`config.mk`:
```
export PLATFORM = sky130hd
export DESIGN_NAME = receive_fsm_flat
export DESIGN_NICKNAME = d
export VERILOG_FILES = /design/src/rtl/receive_fsm_if.sv /design/src/rtl/receive_fsm.sv /design/src/flat_wrapper.sv
export SDC_FILE = /design/constraint.sdc
export NUM_CORES = 1
export LEC_CHECK = 0
export CAP_MARGIN = 20
export CORE_MARGIN = 2
export CORE_UTILIZATION = 58
export CTS_BUF_LIST = sky130_fd_sc_hd__clkbuf_8
export DETAILED_ROUTE_END_ITERATION = 10
export HOLD_SLACK_MARGIN = 0.03
export PLACE_DENSITY = 0.82
export SETUP_SLACK_MARGIN = 0.15
export SLEW_MARGIN = 20
export SYNTH_ARGS = -nofsm -noshare
export SYNTH_HDL_FRONTEND = slang
export SYNTH_SLANG_ARGS = --single-unit
```
`constraint.sdc`:
```
create_clock -name pclk -period 2.1 [get_ports pclk]
set_clock_uncertainty 0.15 [all_clocks]
set_input_delay 0.21 -clock pclk [delete_from_list [all_inputs] [get_ports pclk]]
set_output_delay 0.21 -clock pclk [all_outputs]
set_load 0.05 [all_outputs]
```
`src/rtl/receive_fsm_if.sv`:
```
// Signal bundle between a UART receive pin/config source and the receive_fsm.
// master drives the serial line, oversample tick and line control; slave is the receiver.
interface receive_fsm_if;
  logic       urrst;
  logic       rxd;
  logic       rx_tick;
  logic [1:0] wls;
  logic       pen;
  logic       eps;
  logic       sp;
  logic [7:0] rx_data;
  logic       rx_valid;
  logic       pe;
  logic       fe;
  logic       bi;
  logic       rx_busy;

  modport master (
    output urrst, rxd, rx_tick, wls, pen, eps, sp,
    input  rx_data, rx_valid, pe, fe, bi, rx_busy
  );

  modport slave (
    input  urrst, rxd, rx_tick, wls, pen, eps, sp,
    output rx_data, rx_valid, pe, fe, bi, rx_busy
  );
endinterface

```
`src/rtl/receive_fsm.sv`:
```
// UART receiver: synchronizes rxd, finds the start bit, samples each bit at mid-bit
// and reports the character with parity, framing and break status.
module receive_fsm #(
  parameter int OSR         = 16,
  parameter int SYNC_STAGES = 2
) (
  input logic          pclk,
  input logic          presetn,
  receive_fsm_if.slave bus
);

  localparam int CW = $clog2(OSR);
  localparam logic [CW-1:0] HALF_M1 = CW'(OSR / 2 - 1);
  localparam logic [CW-1:0] FULL_M1 = CW'(OSR - 1);

  typedef enum logic [2:0] {
    S_IDLE     = 3'd0,
    S_START    = 3'd1,
    S_DATA     = 3'd2,
    S_PARITY   = 3'd3,
    S_STOP     = 3'd4,
    S_BRK_WAIT = 3'd5
  } state_t;

  state_t                 state_q;
  logic [SYNC_STAGES-1:0] sync_q;
  logic [CW-1:0]          sample_cnt_q;
  logic [2:0]             bit_cnt_q;
  logic [7:0]             data_q;
  logic                   rpar_q;
  logic [7:0]             rx_data_q;
  logic                   rx_valid_q;
  logic                   pe_q;
  logic                   fe_q;
  logic                   bi_q;
  logic                   busy_q;

  logic                   rxs_s;
  logic [2:0]             last_bit_s;
  logic                   half_pt_s;
  logic                   full_pt_s;
  logic                   exp_par_s;

  // Expected parity: stick parity forces ~eps, otherwise even/odd over the data bits.
  function automatic logic parity_expected(input logic [7:0] d, input logic stick, input logic even);
    logic x;
    x = ^d;
    if (stick) begin
      return ~even;
    end else begin
      return even ? x : ~x;
    end
  endfunction

  assign rxs_s      = sync_q[SYNC_STAGES-1];
  // Index of the last data bit is wordlen-1 = 4 + wls.
  assign last_bit_s = {1'b1, bus.wls};
  assign half_pt_s  = (sample_cnt_q == HALF_M1);
  assign full_pt_s  = (sample_cnt_q == FULL_M1);
  assign exp_par_s  = parity_expected(data_q, bus.sp, bus.eps);

  // rxd metastability synchronizer, resets to the idle level.
  always_ff @(posedge pclk or negedge presetn) begin
    if (!presetn) begin
      sync_q <= '1;
    end else begin
      sync_q <= {sync_q[SYNC_STAGES-2:0], bus.rxd};
    end
  end

  // Receive FSM with counters, character assembly and registered status outputs.
  always_ff @(posedge pclk or negedge presetn) begin
    if (!presetn) begin
      state_q      <= S_IDLE;
      sample_cnt_q <= '0;
      bit_cnt_q    <= 3'd0;
      data_q       <= 8'h00;
      rpar_q       <= 1'b0;
      rx_data_q    <= 8'h00;
      rx_valid_q   <= 1'b0;
      pe_q         <= 1'b0;
      fe_q         <= 1'b0;
      bi_q         <= 1'b0;
      busy_q       <= 1'b0;
    end else if (!bus.urrst) begin
      state_q      <= S_IDLE;
      sample_cnt_q <= '0;
      bit_cnt_q    <= 3'd0;
      data_q       <= 8'h00;
      rpar_q       <= 1'b0;
      rx_data_q    <= 8'h00;
      rx_valid_q   <= 1'b0;
      pe_q         <= 1'b0;
      fe_q         <= 1'b0;
      bi_q         <= 1'b0;
      busy_q       <= 1'b0;
    end else begin
      rx_valid_q <= 1'b0;
      case (state_q)
        S_IDLE: begin
          if (!rxs_s) begin
            state_q      <= S_START;
            sample_cnt_q <= '0;
            busy_q       <= 1'b1;
          end
        end
        S_START: begin
          if (bus.rx_tick) begin
            if (half_pt_s) begin
              sample_cnt_q <= '0;
              if (!rxs_s) begin
                state_q   <= S_DATA;
                bit_cnt_q <= 3'd0;
                data_q    <= 8'h00;
                rpar_q    <= 1'b0;
              end else begin
                // Line went back high before mid-start: a glitch, not a frame.
                state_q <= S_IDLE;
                busy_q  <= 1'b0;
              end
            end else begin
              sample_cnt_q <= sample_cnt_q + CW'(1);
            end
          end
        end
        S_DATA: begin
          if (bus.rx_tick) begin
            if (full_pt_s) begin
              data_q[bit_cnt_q] <= rxs_s;
              sample_cnt_q      <= '0;
              if (bit_cnt_q == last_bit_s) begin
                state_q <= bus.pen ? S_PARITY : S_STOP;
              end else begin
                bit_cnt_q <= bit_cnt_q + 3'd1;
              end
            end else begin
              sample_cnt_q <= sample_cnt_q + CW'(1);
            end
          end
        end
        S_PARITY: begin
          if (bus.rx_tick) begin
            if (full_pt_s) begin
              rpar_q       <= rxs_s;
              sample_cnt_q <= '0;
              state_q      <= S_STOP;
            end else begin
              sample_cnt_q <= sample_cnt_q + CW'(1);
            end
          end
        end
        S_STOP: begin
          if (bus.rx_tick) begin
            if (full_pt_s) begin
              sample_cnt_q <= '0;
              rx_valid_q   <= 1'b1;
              rx_data_q    <= data_q;
              pe_q         <= bus.pen & (rpar_q != exp_par_s);
              fe_q         <= ~rxs_s;
              bi_q         <= ~rxs_s & (data_q == 8'h00) & (~bus.pen | ~rpar_q);
              if (rxs_s) begin
                state_q <= S_IDLE;
                busy_q  <= 1'b0;
              end else begin
                state_q <= S_BRK_WAIT;
              end
            end else begin
              sample_cnt_q <= sample_cnt_q + CW'(1);
            end
          end
        end
        S_BRK_WAIT: begin
          if (rxs_s) begin
            state_q <= S_IDLE;
            busy_q  <= 1'b0;
          end
        end
        default: begin
          state_q      <= S_IDLE;
          sample_cnt_q <= '0;
          bit_cnt_q    <= 3'd0;
          busy_q       <= 1'b0;
        end
      endcase
    end
  end

  assign bus.rx_data  = rx_data_q;
  assign bus.rx_valid = rx_valid_q;
  assign bus.pe       = pe_q;
  assign bus.fe       = fe_q;
  assign bus.bi       = bi_q;
  assign bus.rx_busy  = busy_q;

endmodule

```
`src/flat_wrapper.sv`:
```
// flat-port wrapper written by rule: the top's interface ports become plain ports
module receive_fsm_flat 
#(
  parameter int OSR         = 16,
  parameter int SYNC_STAGES = 2
)
  (pclk, presetn, bus_urrst, bus_rxd, bus_rx_tick, bus_wls, bus_pen, bus_eps, bus_sp, bus_rx_data, bus_rx_valid, bus_pe, bus_fe, bus_bi, bus_rx_busy);
  receive_fsm_if bus_i ();
  input logic pclk;
  input logic presetn;
  input wire logic [$bits(bus_i.urrst)-1:0] bus_urrst;
  input wire logic [$bits(bus_i.rxd)-1:0] bus_rxd;
  input wire logic [$bits(bus_i.rx_tick)-1:0] bus_rx_tick;
  input wire logic [$bits(bus_i.wls)-1:0] bus_wls;
  input wire logic [$bits(bus_i.pen)-1:0] bus_pen;
  input wire logic [$bits(bus_i.eps)-1:0] bus_eps;
  input wire logic [$bits(bus_i.sp)-1:0] bus_sp;
  output wire logic [$bits(bus_i.rx_data)-1:0] bus_rx_data;
  output wire logic [$bits(bus_i.rx_valid)-1:0] bus_rx_valid;
  output wire logic [$bits(bus_i.pe)-1:0] bus_pe;
  output wire logic [$bits(bus_i.fe)-1:0] bus_fe;
  output wire logic [$bits(bus_i.bi)-1:0] bus_bi;
  output wire logic [$bits(bus_i.rx_busy)-1:0] bus_rx_busy;
  assign bus_i.urrst = bus_urrst;
  assign bus_i.rxd = bus_rxd;
  assign bus_i.rx_tick = bus_rx_tick;
  assign bus_i.wls = bus_wls;
  assign bus_i.pen = bus_pen;
  assign bus_i.eps = bus_eps;
  assign bus_i.sp = bus_sp;
  assign bus_rx_data = bus_i.rx_data;
  assign bus_rx_valid = bus_i.rx_valid;
  assign bus_pe = bus_i.pe;
  assign bus_fe = bus_i.fe;
  assign bus_bi = bus_i.bi;
  assign bus_rx_busy = bus_i.rx_busy;
  receive_fsm #(.OSR(OSR), .SYNC_STAGES(SYNC_STAGES)) u_core (.pclk(pclk), .presetn(presetn), .bus(bus_i));
endmodule
```
* Word-level counts from Yosys, hierarchy flattened *
Index checks and enable logic that the tools add are counted.

word-level totals
  output and inout port bits = 13
  latch bits = 0
  bits in read-only memories = 0
  memories = 0
  register bits after elaboration = 34
  RAM bits = 0
  logic and storage cells = 148
  input bits = 10

operators by class
  bitwise operators = 9
  add/subtract/negate cells = 2
  order comparisons = 2
  multiplexer cells = 78
  shifts and indexed selects = 0
  equal/unequal tests = 31
  multiply operators = 0
  reductions and logical operators = 14
  divide/modulo/power cells = 0

operators by type and width
  cell                                                                     count
  8-bit 2-to-1 mux                                                         10
  3-bit 2-to-1 mux                                                         21
  1-bit 2-to-1 mux                                                         32
  4-bit 2-to-1 mux                                                         6
  3-bit by 2-bit inequality test with 1-bit output, second input constant  7
  3-bit inequality test, second input constant                             7
  3-bit one-hot mux with 6 select lines                                    1
  6-bit AND reduction                                                      3
  4-bit one-hot mux with 4 select lines                                    1
  8-bit one-hot mux with 2 select lines                                    1
  11-bit AND reduction                                                     1
  3-bit one-hot mux with 3 select lines                                    1
  8-bit bitwise mux                                                        1
  8-bit zero test                                                          1
  8-bit XOR reduction                                                      1
  7-bit AND reduction                                                      1
  3-bit by 2-bit equality test with 1-bit output, second input constant    2
  3-bit equality test, second input constant                               2
  2-bit by 1-bit inequality test with 1-bit output, second input constant  3
  2-bit inequality test, second input constant                             3
  3-bit by 1-bit inequality test with 1-bit output, second input constant  2
  1-bit inverter                                                           5
  1-bit one-hot mux with 5 select lines                                    1
  4-bit by 1-bit adder with 4-bit output, second input constant            1
  other kinds (20)                                                         22

* Logic depth before layout (Yosys ltp) *
Gate-level depths: netlist of the first run.

  depth after elaboration = 10
  gate-level depth with buffers = 7
  gate-level depth less buffers = 7

* Worst setup path before layout of the first run *
Ideal clock, no wire load.

  kind = register to register
  start point = register u_core.sample_cnt_q[0]
  end point = register u_core.state_q[2]
  data required time = 1.825 ns
  period minus slack after synthesis = 1.914 ns
  stages on the path, launching flop included = 7
  buffers on the path = 0
  slack = 0.186 ns
  arrival = 1.639 ns
  library setup time = 0.125 ns
  cells stage by stage = dfrtp_1 -> ha_1 -> and4_1 -> and2_1 -> o22a_4 -> nor2b_4 -> mux2_4

on the way
  longest elaborated chain between the ends = 3
  elaborated cells between the ends (all ways) = 7
  classes of those cells = 6 x eq/ne; 1 x reduce/logical

ends and longest elaborated chain
  what                                                                                   RTL line                              text
  start: declaration                                                                     receive_fsm.sv:27                     logic [CW-1:0] sample_cnt_q;
  start signal: assignment                                                               receive_fsm.sv:122                    sample_cnt_q <= sample_cnt_q + CW'(1);
  start signal: assignment                                                               receive_fsm.sv:137                    sample_cnt_q <= sample_cnt_q + CW'(1);
  start signal: assignment                                                               receive_fsm.sv:148                    sample_cnt_q <= sample_cnt_q + CW'(1);
  4-bit equality test or 4-bit by 3-bit equality test with 1-bit output (tied branches)  receive_fsm.sv:59, receive_fsm.sv:58
  3-bit by 2-bit inequality test with 1-bit output (no source line)                      n/a
  11-bit AND reduction (no source line) (*)                                              n/a
  end signal: assignment                                                                 receive_fsm.sv:132                    state_q <= bus.pen ? S_PARITY : S_STOP;
  end: declaration                                                                       receive_fsm.sv:25                     state_t state_q;

Mark *: on every way between the ends. The rest lies on a longest branch, timed or not.
A chain may end at the register's enable or synchronous reset.

* Final worst setup path of the first run *
  start point = register u_core.sample_cnt_q[1]
  end point = register u_core.state_q[2]

The elaborated chain is that of the path after synthesis.

==> results of run 1 <==
## per-layer routing
layer	wire, um	GRT usage [%]
met5	0	0
met4	107	12.2
met3	329	5.41
met2	2310	41.7
met1	2060	32.9
## worst paths after layout
path	endpoint	cells past startpoint
min in group pclk	u_core.sync_q[0]	1
max reg2reg	u_core.state_q[2]	6
max in group asynchronous	u_core.sync_q[1]	2
min reg2reg	u_core.sync_q[1]	0
min	u_core.sample_cnt_q[2]	2
max	u_core.state_q[2]	6
## per-stage QoR
stage	std cells	hold slack, ns
4_1_cts	288	0.176
3_5_place_dp	280	0.199
6_report	291	0.168
3_3_place_gp	280	0.200
5_1_grt	291	0.188
2_1_floorplan	210	-0.236
## cell families after synthesis
logic type / Yosys count / synth area share (%)
XOR/XNOR: 8 / 3.52
AND/OR/NAND/NOR: 61 / 16.3
adder cells (fa/ha/maj): 6 / 3.77
buffers and inverters: 29 / 6.22
AO/OA/AOI/OAI: 70 / 26.1
flip-flops: 34 / 42.9
multiplexers: 2 / 1.26
## cell type report
type                    instances  area (um^2)
clock buffers                   6         82.6
clock inverters                 2         7.51
fillers                       236          842
inverters                      15         56.3
multi-input cells             147         1050
flip-flops and latches         34          856
well taps                      46         57.6
repair buffers                 41          363
## power groups by stage
| stage | combinational [mW] | sequential [mW] | clock, mW |
|---|---|---|---|
| finish | 0.581 | 0.766 | 0.490 |
| global route | 0.633 | 0.774 | 0.522 |
| floorplan | 0.378 | 0.759 | 0 |
| detailed placement | 0.519 | 0.769 | 0 |
| CTS | 0.526 | 0.760 | 0.488 |
| global placement | 0.498 | 0.766 | 0 |
## state kept, by name, summed over array words and instances, names as in the netlist
register	flops
u_core.bus.rx_data	8
u_core.data_q	8
u_core.sample_cnt_q	4
u_core.bit_cnt_q	3
u_core.state_q	3
u_core.sync_q	2
u_core.bus.bi	1
u_core.bus.fe	1
u_core.bus.pe	1
u_core.bus.rx_busy	1
u_core.bus.rx_valid	1
u_core.rpar_q	1
## repair_timing
action,CTS,global route
buffers inserted,0,3
endpoints found under the setup margin,5,29
resized for setup,1,12
pin swaps,0,3
hold buffers,0,0
## Yosys cell counts (4+ instances only)
library cell,number,share of area (%)
dfrtp_1,32,40
nand2_1,20,3.8
inv_1,15,2.8
nor2_1,12,2.3
o21ai_0,12,3.0
a22o_1,10,4.4
o211ai_1,10,3.8
a21oi_1,9,2.3
nand2b_1,8,2.5
xnor2_1,7,3.1
a31oi_1,6,1.9
clkbuf_1,6,1.1
ha_1,6,3.8
nand3_1,6,1.5
buf_2,5,1.3
o41ai_1,4,1.8
==> reports/qor.yml, run 1 <==
cts_tree: "yes"
grt_max_degree: 35
drt_pass1_iterations: 4
wire_per_inst_um: 16.5
fmax_mhz: 530
diodes: 0
end_kind: "register"
critPathMaxStageDelay_ns: 0.43
synth-edff-count: 0
crit_family: "simple AND/OR/NAND/NOR gates"
ir_drop_v: 0.000595
cp.required_ns: 2.12
cts_buffers: 5
syn_area_per_cell_um2: 9.48
boundaryPins: 23
rsz0062_at_grt: "true"
layout_setup_ws_ns: 0.213
clock_sinks: 34
crit_slowest_cell: "dfrtp_1"
core-area_um2: 3310
root_buffer: "clkbuf_8"
overflow: 0
power_switching_uw: 620
finalMaxSlewViolations: 0
drt-total-wl_um: 4810
design_power_total_mw: 1.84
globalplace.congestion: 0.976
cts_max_level: 2
dieWidth_um: 62.6
ys_ff_latch: 34
dpl-instance-area_um2: 2320
startpoint: "u_core.sample_cnt_q[1]"
finish.net_count: 260
slew_headroom_pct: 66.6
via_per_inst: 6.18
ant_nets: 0
track_usage_pct: 25.7
die_area_um2: 3920
antenna_found_initial: 0
chipHeight_um: 62.6
insertion_delay_ns: 0.29
synthesis.area_um2: 1990
dpl.hpwl_um: 3460
ys.flop_type: "dfrtp_1"
clkTransAtPathRegs_ns: 0.07
synth_cell_types: 47
yosysWarnings: 0
comb_power_share_pct: 31.6
synth_nets: 226
cap_violations: 0
pwr-share-clk_pct: 26.7
grt_pass1_wl_um: 7870
worstPathArrival_ns: 1.91
final_hold_viol_count: 0
async_flop_share_pct: 100
worst_pin_slew_ns: 0.500
syn2layout_area_growth_pct: 24.0
cts_buffer_depth: 2
status: "complete, no violations"
crit_buf_inv: 0
grt_pass1_vias: 1710
dp_slack_ns: 0.0248
crit_chain: "ha_4 > and4_1 > and2_4 > o22a_4 > nor2b_4 > mux2_4"
portBuffers: 22
synth_cells: 210
startpoint_type: "register"
path_max_fanout: 4
setup_viol: 0
stdcell_area_um2: 2470
rows: 21
critPathKind: "register to register"
fin_crit_sh_pct: 89.8
p_per_area_nw_per_um2: 744
yosysSeqAreaShare_pct: 42.9
p_int_mw: 1.22
layout_min_cycle_time_ns: 1.89
initial_core_util_pct: 60.1
rrSetupSlack_ns: 0.21
drt-initial-drc-count: 137
via_count: 1798
drive_above_1_share_pct: 17.1
p_sw_share_pct: 33.8
layout_common_cells: "30 x dfrtp_1, 22 x clkdlybuf4s50_1, 19 x nand2_1, 19 x buf_4, 17 x inv_1"
tns_ns: 0
leakagePower_nw: 1.04
fin_util_pct: 74.6
drc: 0
r2r_start: "u_core.sample_cnt_q[1]"
hp-class: "primary input to asynchronous set/reset pin"
final_common_cell: "dfrtp_1"
p_seq_share_pct: 41.7
Power figures use the tool's default switching activity.
==> run 2, diff against run 1 <==
--- a/config.mk
+++ b/config.mk
@@ -13,7 +13,7 @@
 export HOLD_SLACK_MARGIN = 0.03
 export PLACE_DENSITY = 0.82
 export SETUP_SLACK_MARGIN = 0.15
-export SLEW_MARGIN = 20
+export SLEW_MARGIN = 0
 export SYNTH_ARGS = -nofsm -noshare
 export SYNTH_HDL_FRONTEND = slang
 export SYNTH_SLANG_ARGS = --single-unit
==> results of run 2 <==
No change in the layout: final DEF, timing and power equal those of run 1.
